==> src/rtl/spec_ram_arb_if.sv <==
// Bus bundle for spec_ram_arb: writer/reader request ports, read returns and the single-port RAM side.
// Handshake: a beat happens on each clk_50m edge where gnt and the matching req are both high; req may drop at any cycle.
interface spec_ram_arb_if #(
    parameter int ADDR_W = 12,
    parameter int DATA_W = 32
);
    logic              wr_req;
    logic [ADDR_W-1:0] wr_addr;
    logic [DATA_W-1:0] wr_data;
    logic              wr_gnt;

    logic              rd0_req;
    logic [ADDR_W-1:0] rd0_addr;
    logic              rd0_gnt;
    logic [DATA_W-1:0] rd0_data;
    logic              rd0_valid;

    logic              rd1_req;
    logic [ADDR_W-1:0] rd1_addr;
    logic              rd1_gnt;
    logic [DATA_W-1:0] rd1_data;
    logic              rd1_valid;

    logic              ram_en;
    logic              ram_we;
    logic [ADDR_W-1:0] ram_addr;
    logic [DATA_W-1:0] ram_wdata;
    logic [DATA_W-1:0] ram_rdata;

    logic              busy;
    logic [3:0]        dbg_state;

    modport slave (
        input  wr_req, wr_addr, wr_data, rd0_req, rd0_addr, rd1_req, rd1_addr, ram_rdata,
        output wr_gnt, rd0_gnt, rd1_gnt, rd0_data, rd0_valid, rd1_data, rd1_valid,
        output ram_en, ram_we, ram_addr, ram_wdata, busy, dbg_state
    );

    modport master (
        output wr_req, wr_addr, wr_data, rd0_req, rd0_addr, rd1_req, rd1_addr, ram_rdata,
        input  wr_gnt, rd0_gnt, rd1_gnt, rd0_data, rd0_valid, rd1_data, rd1_valid,
        input  ram_en, ram_we, ram_addr, ram_wdata, busy, dbg_state
    );
endinterface

==> src/rtl/spec_ram_arb.sv <==
// Spectrum RAM arbiter: one writer (fixed priority) and two round-robin readers share a single-port RAM.
// Optional per-grant beat limit enabled by defining SPEC_ARB_BURST_LIMIT_EN.
module spec_ram_arb #(
    parameter int ADDR_W    = 12,
    parameter int DATA_W    = 32,
    parameter int RD_LAT    = 2,
    parameter int BURST_MAX = 64
) (
    input  logic          clk_50m,
    input  logic          rst_n,
    spec_ram_arb_if.slave bus
);
    if (RD_LAT < 1 || BURST_MAX < 1) begin : g_bad_param
        $error("spec_ram_arb: RD_LAT and BURST_MAX must be at least 1");
    end

    typedef enum logic [3:0] {
        IDLE   = 4'b0001,
        GNT_W  = 4'b0010,
        GNT_R0 = 4'b0100,
        GNT_R1 = 4'b1000
    } state_t;

    state_t            state_q;
    logic              last_rd1_q;
    logic [RD_LAT-1:0] tag_v_q;
    logic [RD_LAT-1:0] tag_id_q;
    logic [DATA_W-1:0] rd0_data_q;
    logic [DATA_W-1:0] rd1_data_q;

    logic              wr_beat;
    logic              rd0_beat;
    logic              rd1_beat;
    logic              beat;
    logic              burst_done;
    logic              ret0;
    logic              ret1;
    logic [ADDR_W-1:0] ram_addr_mux;
    logic [DATA_W-1:0] ram_wdata_mux;

    assign wr_beat  = (state_q == GNT_W)  && bus.wr_req;
    assign rd0_beat = (state_q == GNT_R0) && bus.rd0_req;
    assign rd1_beat = (state_q == GNT_R1) && bus.rd1_req;
    assign beat     = wr_beat | rd0_beat | rd1_beat;

    always_comb begin
        ram_addr_mux  = '0;
        ram_wdata_mux = '0;
        if (wr_beat) begin
            ram_addr_mux  = bus.wr_addr;
            ram_wdata_mux = bus.wr_data;
        end else if (rd0_beat) begin
            ram_addr_mux  = bus.rd0_addr;
        end else if (rd1_beat) begin
            ram_addr_mux  = bus.rd1_addr;
        end
    end

    assign bus.ram_en    = beat;
    assign bus.ram_we    = wr_beat;
    assign bus.ram_addr  = ram_addr_mux;
    assign bus.ram_wdata = ram_wdata_mux;

`ifdef SPEC_ARB_BURST_LIMIT_EN
    localparam int CNT_W = $clog2(BURST_MAX + 1);
    logic [CNT_W-1:0] beat_cnt_q;
    logic             other_req;

    // Requests from anyone other than the current grant holder.
    assign other_req = (state_q == GNT_W)  ? (bus.rd0_req | bus.rd1_req) :
                       (state_q == GNT_R0) ? (bus.wr_req  | bus.rd1_req) :
                                             (bus.wr_req  | bus.rd0_req);

    always_ff @(posedge clk_50m or negedge rst_n) begin
        if (!rst_n) begin
            beat_cnt_q <= '0;
        end else if (state_q == IDLE) begin
            beat_cnt_q <= '0;
        end else if (beat && (beat_cnt_q != CNT_W'(BURST_MAX))) begin
            beat_cnt_q <= beat_cnt_q + 1'b1;
        end
    end

    assign burst_done = beat && other_req && (beat_cnt_q >= CNT_W'(BURST_MAX - 1));
`else
    assign burst_done = 1'b0;
`endif

    // Grant FSM; every grant passes through IDLE, which gives the bubble cycle.
    always_ff @(posedge clk_50m or negedge rst_n) begin
        if (!rst_n) begin
            state_q    <= IDLE;
            last_rd1_q <= 1'b1;
        end else begin
            case (state_q)
                IDLE: begin
                    if (bus.wr_req) begin
                        state_q <= GNT_W;
                    end else if (bus.rd0_req && (!bus.rd1_req || last_rd1_q)) begin
                        state_q    <= GNT_R0;
                        last_rd1_q <= 1'b0;
                    end else if (bus.rd1_req) begin
                        state_q    <= GNT_R1;
                        last_rd1_q <= 1'b1;
                    end
                end
                GNT_W, GNT_R0, GNT_R1: begin
                    if (!beat || burst_done) begin
                        state_q <= IDLE;
                    end
                end
                default: state_q <= IDLE;
            endcase
        end
    end

    // Requester tag travels alongside the RAM read latency.
    always_ff @(posedge clk_50m or negedge rst_n) begin
        if (!rst_n) begin
            tag_v_q  <= '0;
            tag_id_q <= '0;
        end else begin
            tag_v_q[0]  <= rd0_beat | rd1_beat;
            tag_id_q[0] <= rd1_beat;
            for (int i = 1; i < RD_LAT; i++) begin
                tag_v_q[i]  <= tag_v_q[i-1];
                tag_id_q[i] <= tag_id_q[i-1];
            end
        end
    end

    assign ret0 = tag_v_q[RD_LAT-1] && !tag_id_q[RD_LAT-1];
    assign ret1 = tag_v_q[RD_LAT-1] &&  tag_id_q[RD_LAT-1];

    always_ff @(posedge clk_50m or negedge rst_n) begin
        if (!rst_n) begin
            rd0_data_q <= '0;
            rd1_data_q <= '0;
        end else begin
            if (ret0) rd0_data_q <= bus.ram_rdata;
            if (ret1) rd1_data_q <= bus.ram_rdata;
        end
    end

    assign bus.wr_gnt    = (state_q == GNT_W);
    assign bus.rd0_gnt   = (state_q == GNT_R0);
    assign bus.rd1_gnt   = (state_q == GNT_R1);
    assign bus.rd0_valid = ret0;
    assign bus.rd1_valid = ret1;
    assign bus.rd0_data  = ret0 ? bus.ram_rdata : rd0_data_q;
    assign bus.rd1_data  = ret1 ? bus.ram_rdata : rd1_data_q;
    assign bus.busy      = (state_q != IDLE) || (|tag_v_q);
    assign bus.dbg_state = state_q;
endmodule

==> src/flat_wrapper.sv <==
// flat-port wrapper written by rule: the top's interface ports become plain ports
module spec_ram_arb_flat 
#(
    parameter int ADDR_W    = 12,
    parameter int DATA_W    = 32,
    parameter int RD_LAT    = 2,
    parameter int BURST_MAX = 64
)
  (clk_50m, rst_n, bus_wr_req, bus_wr_addr, bus_wr_data, bus_rd0_req, bus_rd0_addr, bus_rd1_req, bus_rd1_addr, bus_ram_rdata, bus_wr_gnt, bus_rd0_gnt, bus_rd1_gnt, bus_rd0_data, bus_rd0_valid, bus_rd1_data, bus_rd1_valid, bus_ram_en, bus_ram_we, bus_ram_addr, bus_ram_wdata, bus_busy, bus_dbg_state);
  spec_ram_arb_if #(.ADDR_W(ADDR_W), .DATA_W(DATA_W)) bus_i ();
  input  logic clk_50m;
  input  logic rst_n;
  input wire logic [$bits(bus_i.wr_req)-1:0] bus_wr_req;
  input wire logic [$bits(bus_i.wr_addr)-1:0] bus_wr_addr;
  input wire logic [$bits(bus_i.wr_data)-1:0] bus_wr_data;
  input wire logic [$bits(bus_i.rd0_req)-1:0] bus_rd0_req;
  input wire logic [$bits(bus_i.rd0_addr)-1:0] bus_rd0_addr;
  input wire logic [$bits(bus_i.rd1_req)-1:0] bus_rd1_req;
  input wire logic [$bits(bus_i.rd1_addr)-1:0] bus_rd1_addr;
  input wire logic [$bits(bus_i.ram_rdata)-1:0] bus_ram_rdata;
  output wire logic [$bits(bus_i.wr_gnt)-1:0] bus_wr_gnt;
  output wire logic [$bits(bus_i.rd0_gnt)-1:0] bus_rd0_gnt;
  output wire logic [$bits(bus_i.rd1_gnt)-1:0] bus_rd1_gnt;
  output wire logic [$bits(bus_i.rd0_data)-1:0] bus_rd0_data;
  output wire logic [$bits(bus_i.rd0_valid)-1:0] bus_rd0_valid;
  output wire logic [$bits(bus_i.rd1_data)-1:0] bus_rd1_data;
  output wire logic [$bits(bus_i.rd1_valid)-1:0] bus_rd1_valid;
  output wire logic [$bits(bus_i.ram_en)-1:0] bus_ram_en;
  output wire logic [$bits(bus_i.ram_we)-1:0] bus_ram_we;
  output wire logic [$bits(bus_i.ram_addr)-1:0] bus_ram_addr;
  output wire logic [$bits(bus_i.ram_wdata)-1:0] bus_ram_wdata;
  output wire logic [$bits(bus_i.busy)-1:0] bus_busy;
  output wire logic [$bits(bus_i.dbg_state)-1:0] bus_dbg_state;
  assign bus_i.wr_req = bus_wr_req;
  assign bus_i.wr_addr = bus_wr_addr;
  assign bus_i.wr_data = bus_wr_data;
  assign bus_i.rd0_req = bus_rd0_req;
  assign bus_i.rd0_addr = bus_rd0_addr;
  assign bus_i.rd1_req = bus_rd1_req;
  assign bus_i.rd1_addr = bus_rd1_addr;
  assign bus_i.ram_rdata = bus_ram_rdata;
  assign bus_wr_gnt = bus_i.wr_gnt;
  assign bus_rd0_gnt = bus_i.rd0_gnt;
  assign bus_rd1_gnt = bus_i.rd1_gnt;
  assign bus_rd0_data = bus_i.rd0_data;
  assign bus_rd0_valid = bus_i.rd0_valid;
  assign bus_rd1_data = bus_i.rd1_data;
  assign bus_rd1_valid = bus_i.rd1_valid;
  assign bus_ram_en = bus_i.ram_en;
  assign bus_ram_we = bus_i.ram_we;
  assign bus_ram_addr = bus_i.ram_addr;
  assign bus_ram_wdata = bus_i.ram_wdata;
  assign bus_busy = bus_i.busy;
  assign bus_dbg_state = bus_i.dbg_state;
  spec_ram_arb #(.ADDR_W(ADDR_W), .DATA_W(DATA_W), .RD_LAT(RD_LAT), .BURST_MAX(BURST_MAX)) u_core (.clk_50m(clk_50m), .rst_n(rst_n), .bus(bus_i));
endmodule
==> config.mk <==
export PLATFORM = sky130hd
export DESIGN_NAME = spec_ram_arb_flat
export DESIGN_NICKNAME = d
export VERILOG_FILES = /design/src/rtl/spec_ram_arb_if.sv /design/src/rtl/spec_ram_arb.sv /design/src/flat_wrapper.sv
export SDC_FILE = /design/constraint.sdc
export NUM_CORES = 1
export LEC_CHECK = 0
export ABC_AREA = 1
export ABC_CLOCK_PERIOD_IN_PS = 1300
export CAP_MARGIN = 20
export CORE_MARGIN = 2
export CORE_UTILIZATION = 32
export DETAILED_ROUTE_END_ITERATION = 6
export GPL_TIMING_DRIVEN = 0
export PLACE_DENSITY = 0.77
export SYNTH_ARGS = -nofsm -noshare
export SYNTH_HDL_FRONTEND = slang
export SYNTH_SLANG_ARGS = --single-unit
==> constraint.sdc <==
create_clock -name clk_50m -period 1.3 [get_ports clk_50m]
set_clock_uncertainty 0.15 [all_clocks]
set_input_delay 0.26 -clock clk_50m [delete_from_list [all_inputs] [get_ports clk_50m]]
set_output_delay 0.26 -clock clk_50m [all_outputs]
set_load 0.01 [all_outputs]
# ---- Word level (Yosys, flattened, before mapping)
# Index checks and enable logic that the tools add are counted.
dict set report op_classes {
  n_eq_ne 7
  n_mul 0
  bitwise_logic 4
  add_sub_neg 0
  n_lt_le_gt_ge 0
  n_shift 0
  n_reduce_logical 15
  n_mux 13
  div 0
}
# op n
set op_table {}
lappend op_table {{32-bit 2-to-1 mux} 3}
lappend op_table {{12-bit 2-to-1 mux} 3}
lappend op_table {{4-bit 2-to-1 mux} 4}
lappend op_table {{4-bit case mux with 2 select lines} 1}
lappend op_table {{1-bit logical AND} 6}
lappend op_table {{4-bit by 1-bit == test with 1-bit output (second input constant)} 1}
lappend op_table {{4-bit by 2-bit == test with 1-bit output (second input constant)} 1}
lappend op_table {{4-bit by 3-bit == test with 1-bit output (second input constant)} 1}
lappend op_table {{4-bit == test (second input constant)} 1}
lappend op_table {{4-bit by 1-bit != test with 1-bit output (second input constant)} 1}
lappend op_table {{4-bit by 3-bit != test with 1-bit output (second input constant)} 1}
lappend op_table {{1-bit bitwise OR} 3}
lappend op_table {{3-bit AND reduction} 1}
lappend op_table {{3-bit OR reduction} 1}
lappend op_table {{1-bit logical NOT} 2}
lappend op_table {{1-bit logical OR} 2}
lappend op_table {{1-bit 2-to-1 mux} 2}
lappend op_table {{2-bit != test (second input constant)} 1}
lappend op_table {{2-bit AND reduction} 1}
lappend op_table {{2-bit nonzero test} 1}
lappend op_table {{2-bit OR reduction} 1}
lappend op_table {{1-bit NOT} 1}
dict set report totals {
  latch_bits 0
  ramBits 0
  output_inout_bits 120
  memories 0
  elab_cells 45
  in_bits 105
  register_bits 73
  rom_bits 0
}

# ---- Logic depth before layout (Yosys ltp)
dict set report depth {
  ltp_word 6
  ltp_mapped 7
  depth_no_buf 6
}

# ---- Least setup slack after synthesis
# Ideal clock, no wire load.
dict set report synth_timing {
  path_type {flip-flop to output port}
  from {register u_core.state_q[1] (netlist: u_core.bus.dbg_state[1])}
  to {output port bus_rd0_gnt}
  path_stages_with_launch 5
  path_slack_ps -288
  required_ps 890
  arrival_ps 1178
  path_buffers 1
  path_cell_list {dfrtp_1 -> nor2_2 -> buf_2 -> inv_1 -> nor3_1}
}
dict set report synth_via {
  elab_chain_cells 1
}
# element line
set synth_lines {}
lappend synth_lines {{from (decl)} spec_ram_arb.sv:24} ;# state_t state_q;
lappend synth_lines {{from (signal assigned)} spec_ram_arb.sv:92} ;# state_q <= IDLE;
lappend synth_lines {{from (signal assigned)} spec_ram_arb.sv:98} ;# state_q <= GNT_W;
lappend synth_lines {{from (signal assigned)} spec_ram_arb.sv:100} ;# state_q <= GNT_R0;
lappend synth_lines {{4-bit by 3-bit == test with 1-bit output} spec_ram_arb.sv:146} ;# assign bus.rd0_gnt = (state_q == GNT_R0);
lappend synth_lines {{to (decl)} flat_wrapper.sv:22} ;# output wire logic [$bits(bus_i.rd0_gnt)-1:0] bus_rd0_gnt;
# No other way between the ends.

# ---- Final worst setup path
dict set report layout_timing {
  from {register u_core.state_q[1] (netlist: u_core.bus.dbg_state[1])}
  to {output port bus_ram_wdata[11]}
}
dict set report layout_via {
  elab_chain_cells 3
}
# element line
set layout_lines {}
lappend layout_lines {{4-bit by 2-bit == test with 1-bit output} spec_ram_arb.sv:41} ;# assign wr_beat = (state_q == GNT_W) && bus.wr_req;
lappend layout_lines {{1-bit logical AND} spec_ram_arb.sv:41}
lappend layout_lines {{32-bit 2-to-1 mux} spec_ram_arb.sv:49} ;# if (wr_beat) begin
lappend layout_lines {{to (decl)} flat_wrapper.sv:31} ;# output wire logic [$bits(bus_i.ram_wdata)-1:0] bus_ram_wdata;
# No other way between the ends.

==> impl_results.md <==
- Least-Margin Pin Slew: 920.9 ps
- Slowest CP cell: dfrtp_2
- CTS buffer count: 9
- # nets final: 821
- Synthesis-to-finish area growth: 138.7%
- M3 GR Usage: 6.184%
- Crit-path leading delay family: buffers and inverters
- Failing checks: hold timing, setup timing
- Gate Count Post-Synth: 408
- Synthesized net count: 513
- H-tree depth: 3
- Crit. End Element: primary output
- Post-DR vias/cell: 4.780
- Port bufs: 224
- Final WL: 15.25 mm
- CP cell instances: inv_2 -> nor2_4 -> nand3_4 -> buf_12 -> buf_8 -> nor2_1 -> buf_2
- Drt drc: 0
- GPL Wtd Cong: 0.8223
- Clock power frac: 14.9%
- Setup TNS: -76150 ps
- Via count: 4087
- Clk slew on worst S/H paths: 90 ps
- Status: finished, violations left
- Mapped Avg Cell Area: 8.038 um2
- Final HPWL DP: 9.110 mm
- Max frequency: 492.5 MHz
- Comb power frac: 53.8%
- HP Class: input port to async pin
- First-pass GRT wire length: 20.68 mm
- Crit path buf inv count: 4
- # setup viols final: 157
- Final hold violations: 71
- Ports: 225
- CP Data Required Time: 890 ps
- Die Ht: 105.2 um
- Crit path max fanout: 5
- Initial DRC count: 154
- Seq/Total Area, Yosys: 55.78%
- Most frequent cells in the layout: clkdlybuf4s50_1, buf_6, inv_1
- Total iterations of the first detailed-routing run: 4
- Initial core utilization: 33.24%
- CORE AREA: 0.009864 mm2
- Switch share: 38.54%
- Largest net degree at the start of global routing: 74
- TritonCTS clock tree: done
- Power Dens Cells: 1361 mW/mm2
- Synthesized area: 0.003279 mm2
- WL per Instance: 17.83 um
- Worst setup margin: -730.5 ps
- Max-cap viol count: 0
- Clk buf depth: 2
- Global-route track usage on met1: 26.30%
- Pint: 0.006548 W
- Worst slew margin: 38.61%
- # fillers: 600
- Cells after DPL: 765
- Die area: 0.01107 mm2
- Grt ovf: 0
- Crit path launch type: register
- Number of global-route vias before repair: 4145
- Synth Register Bits: 73
- Syn. warnings: 0
- Sequential power share: 31.3%
- Total power: 0.01065 W
- Antenna Nets Post-Route: 0
- Root Driver: clkbuf_8
- WHS: -107.1 ps
- Skew-Pair Late Insertion Delay: 330 ps
- # clock sinks: 73
- Most common cell after layout, fill and taps aside: clkdlybuf4s50_1
- Share of layout cells above drive strength 1: 58.67%
- Worst EP arrival: 1620 ps
- Met2 Resource Use GR: 42.12%
- Final Critical Period: 2030 ps
- Cell leakage power: 3.828 nW
- Synth cell types: 17
- Most Crowded Layer GR: met2
- Non-Filler Instances: 855
- Final worst-path cycle share: 156.2%
- Num rows: 36
- Die Wd: 105.2 um
- Setup Crit Path Kind: register to primary output
- Initial antenna violation count: 1
- Peak supply drop: 0.6662 mV
- Max-slew violations: 0
- Gr usage total: 23.35%
- Psw: 0.004105 W
- Max incr delay on CP: 410 ps
- Unrepaired setup endpoints after global routing: yes
==> sequential cells by signal, indices dropped and copies added (netlist names) <==
register and flops:
u_core.tag_id_q 2, u_core.tag_v_q 2, u_core.rd0_data_q 32, u_core.bus.dbg_state 4, u_core.last_rd1_q 1, u_core.rd1_data_q 32
==> worst paths after layout <==
path                                                startpoint                                  end  slack (ps)  depth (start not counted)
max in group asynchronous                                rst_n          u_core.tag_v_q[1]$_DFF_PN0_         440                          1
min in group clk_50m              u_core.tag_id_q[0]$_DFF_PN0_         u_core.tag_id_q[1]$_DFF_PN0_         210                          0
min reg2reg                       u_core.tag_id_q[0]$_DFF_PN0_         u_core.tag_id_q[1]$_DFF_PN0_         210                          0
min                                                      rst_n      u_core.rd1_data_q[14]$_DFF_PN0_        -110                          1
max reg2reg                u_core.bus.dbg_state[2]$_DFFE_PN0P_  u_core.bus.dbg_state[3]$_DFFE_PN0P_        -320                          8
max                        u_core.bus.dbg_state[1]$_DFFE_PN0P_                    bus_ram_wdata[11]        -730                          7
==> metal layers <==
metal / wire (um) / up-vias / share of wire (%)
met5: 0 / - / 0
met4: 463 / 0 / 3.0
met3: 1000 / 31 / 6.6
met2: 8306 / 178 / 54
met1: 5475 / 1986 / 36
li1: - / 1892 / -
==> cell type report <==
cell class              instances  area [um2]  area share, %
clock buffers                  10       127.6          1.630
diodes                          1       2.502        0.03197
well taps                     133       166.4          2.126
repair buffers                297        2860          36.54
plain buffers                  20       356.6          4.556
multi-input cells             239        2136          27.29
clock inverters                 6       42.54         0.5435
flip-flops and latches         73        1836          23.45
inverters                      76       300.3          3.836
==> per-stage QoR <==
stage | instance area [um2] | hold WS (ps) | setup slack, ps | util [%]
floorplan | 3829 | -185.6 | -190.0 | -
global placement | 6237 | 188.6 | -2863 | 63.23
detailed placement | 6235 | 202.8 | -1155 | 63.20
CTS | 6624 | -82.69 | -747.6 | 67.15
global route | 7828 | -47.66 | -790.0 | 79.35
finish | 7828 | -107.1 | -730.5 | 79.35
==> timing repair <==
item	in CTS	in global routing
resized for setup	610	187
endpoints found under the hold margin	71	70
pin swaps	9	17
endpoints found under the setup margin	156	157
gates cloned	11	6
setup buffers	20	39
==> cell usage after synthesis (all sizes together) <==
master | number | share of area [%]
dfrtp | 71 | 54
nand2 | 95 | 11
buf | 11 | 1.9
clkbuf | 10 | 1.1
nor3 | 3 | 0.46
o21ai | 70 | 11
nor2 | 39 | 4.8
inv | 76 | 8.7
dfstp | 2 | 1.6
nand4 | 14 | 2.7
nand3 | 17 | 2.9
==> worst reg2reg max path: cells and delay by family, from the launching register on <==
kind          cells  cell delay (ps)
buf+inv           4              450
flops             1              450
simple gates      4              500
==> power groups by stage <==
stage                     logic, W  registers [W]  clock network (W)
after detailed placement   0.00468        0.00328                  0
after floorplan            0.00214        0.00323                  0
final                      0.00573        0.00334            0.00158
after global routing       0.00612        0.00339            0.00171
after CTS                  0.00459        0.00324            0.00159
after global placement     0.00461        0.00324                  0
==> cell families (layout without fill, tap and decap cells) <==
group,after synthesis,count (layout),share of synthesized area [%]
AOI/OAI and AO/OA,70,70,10.68
DFF,73,73,55.78
and+or+nand+nor,168,169,21.75
buffers and inverters,97,409,11.79
other,0,1,0
No activity file was read; power rests on OpenSTA's default activity.
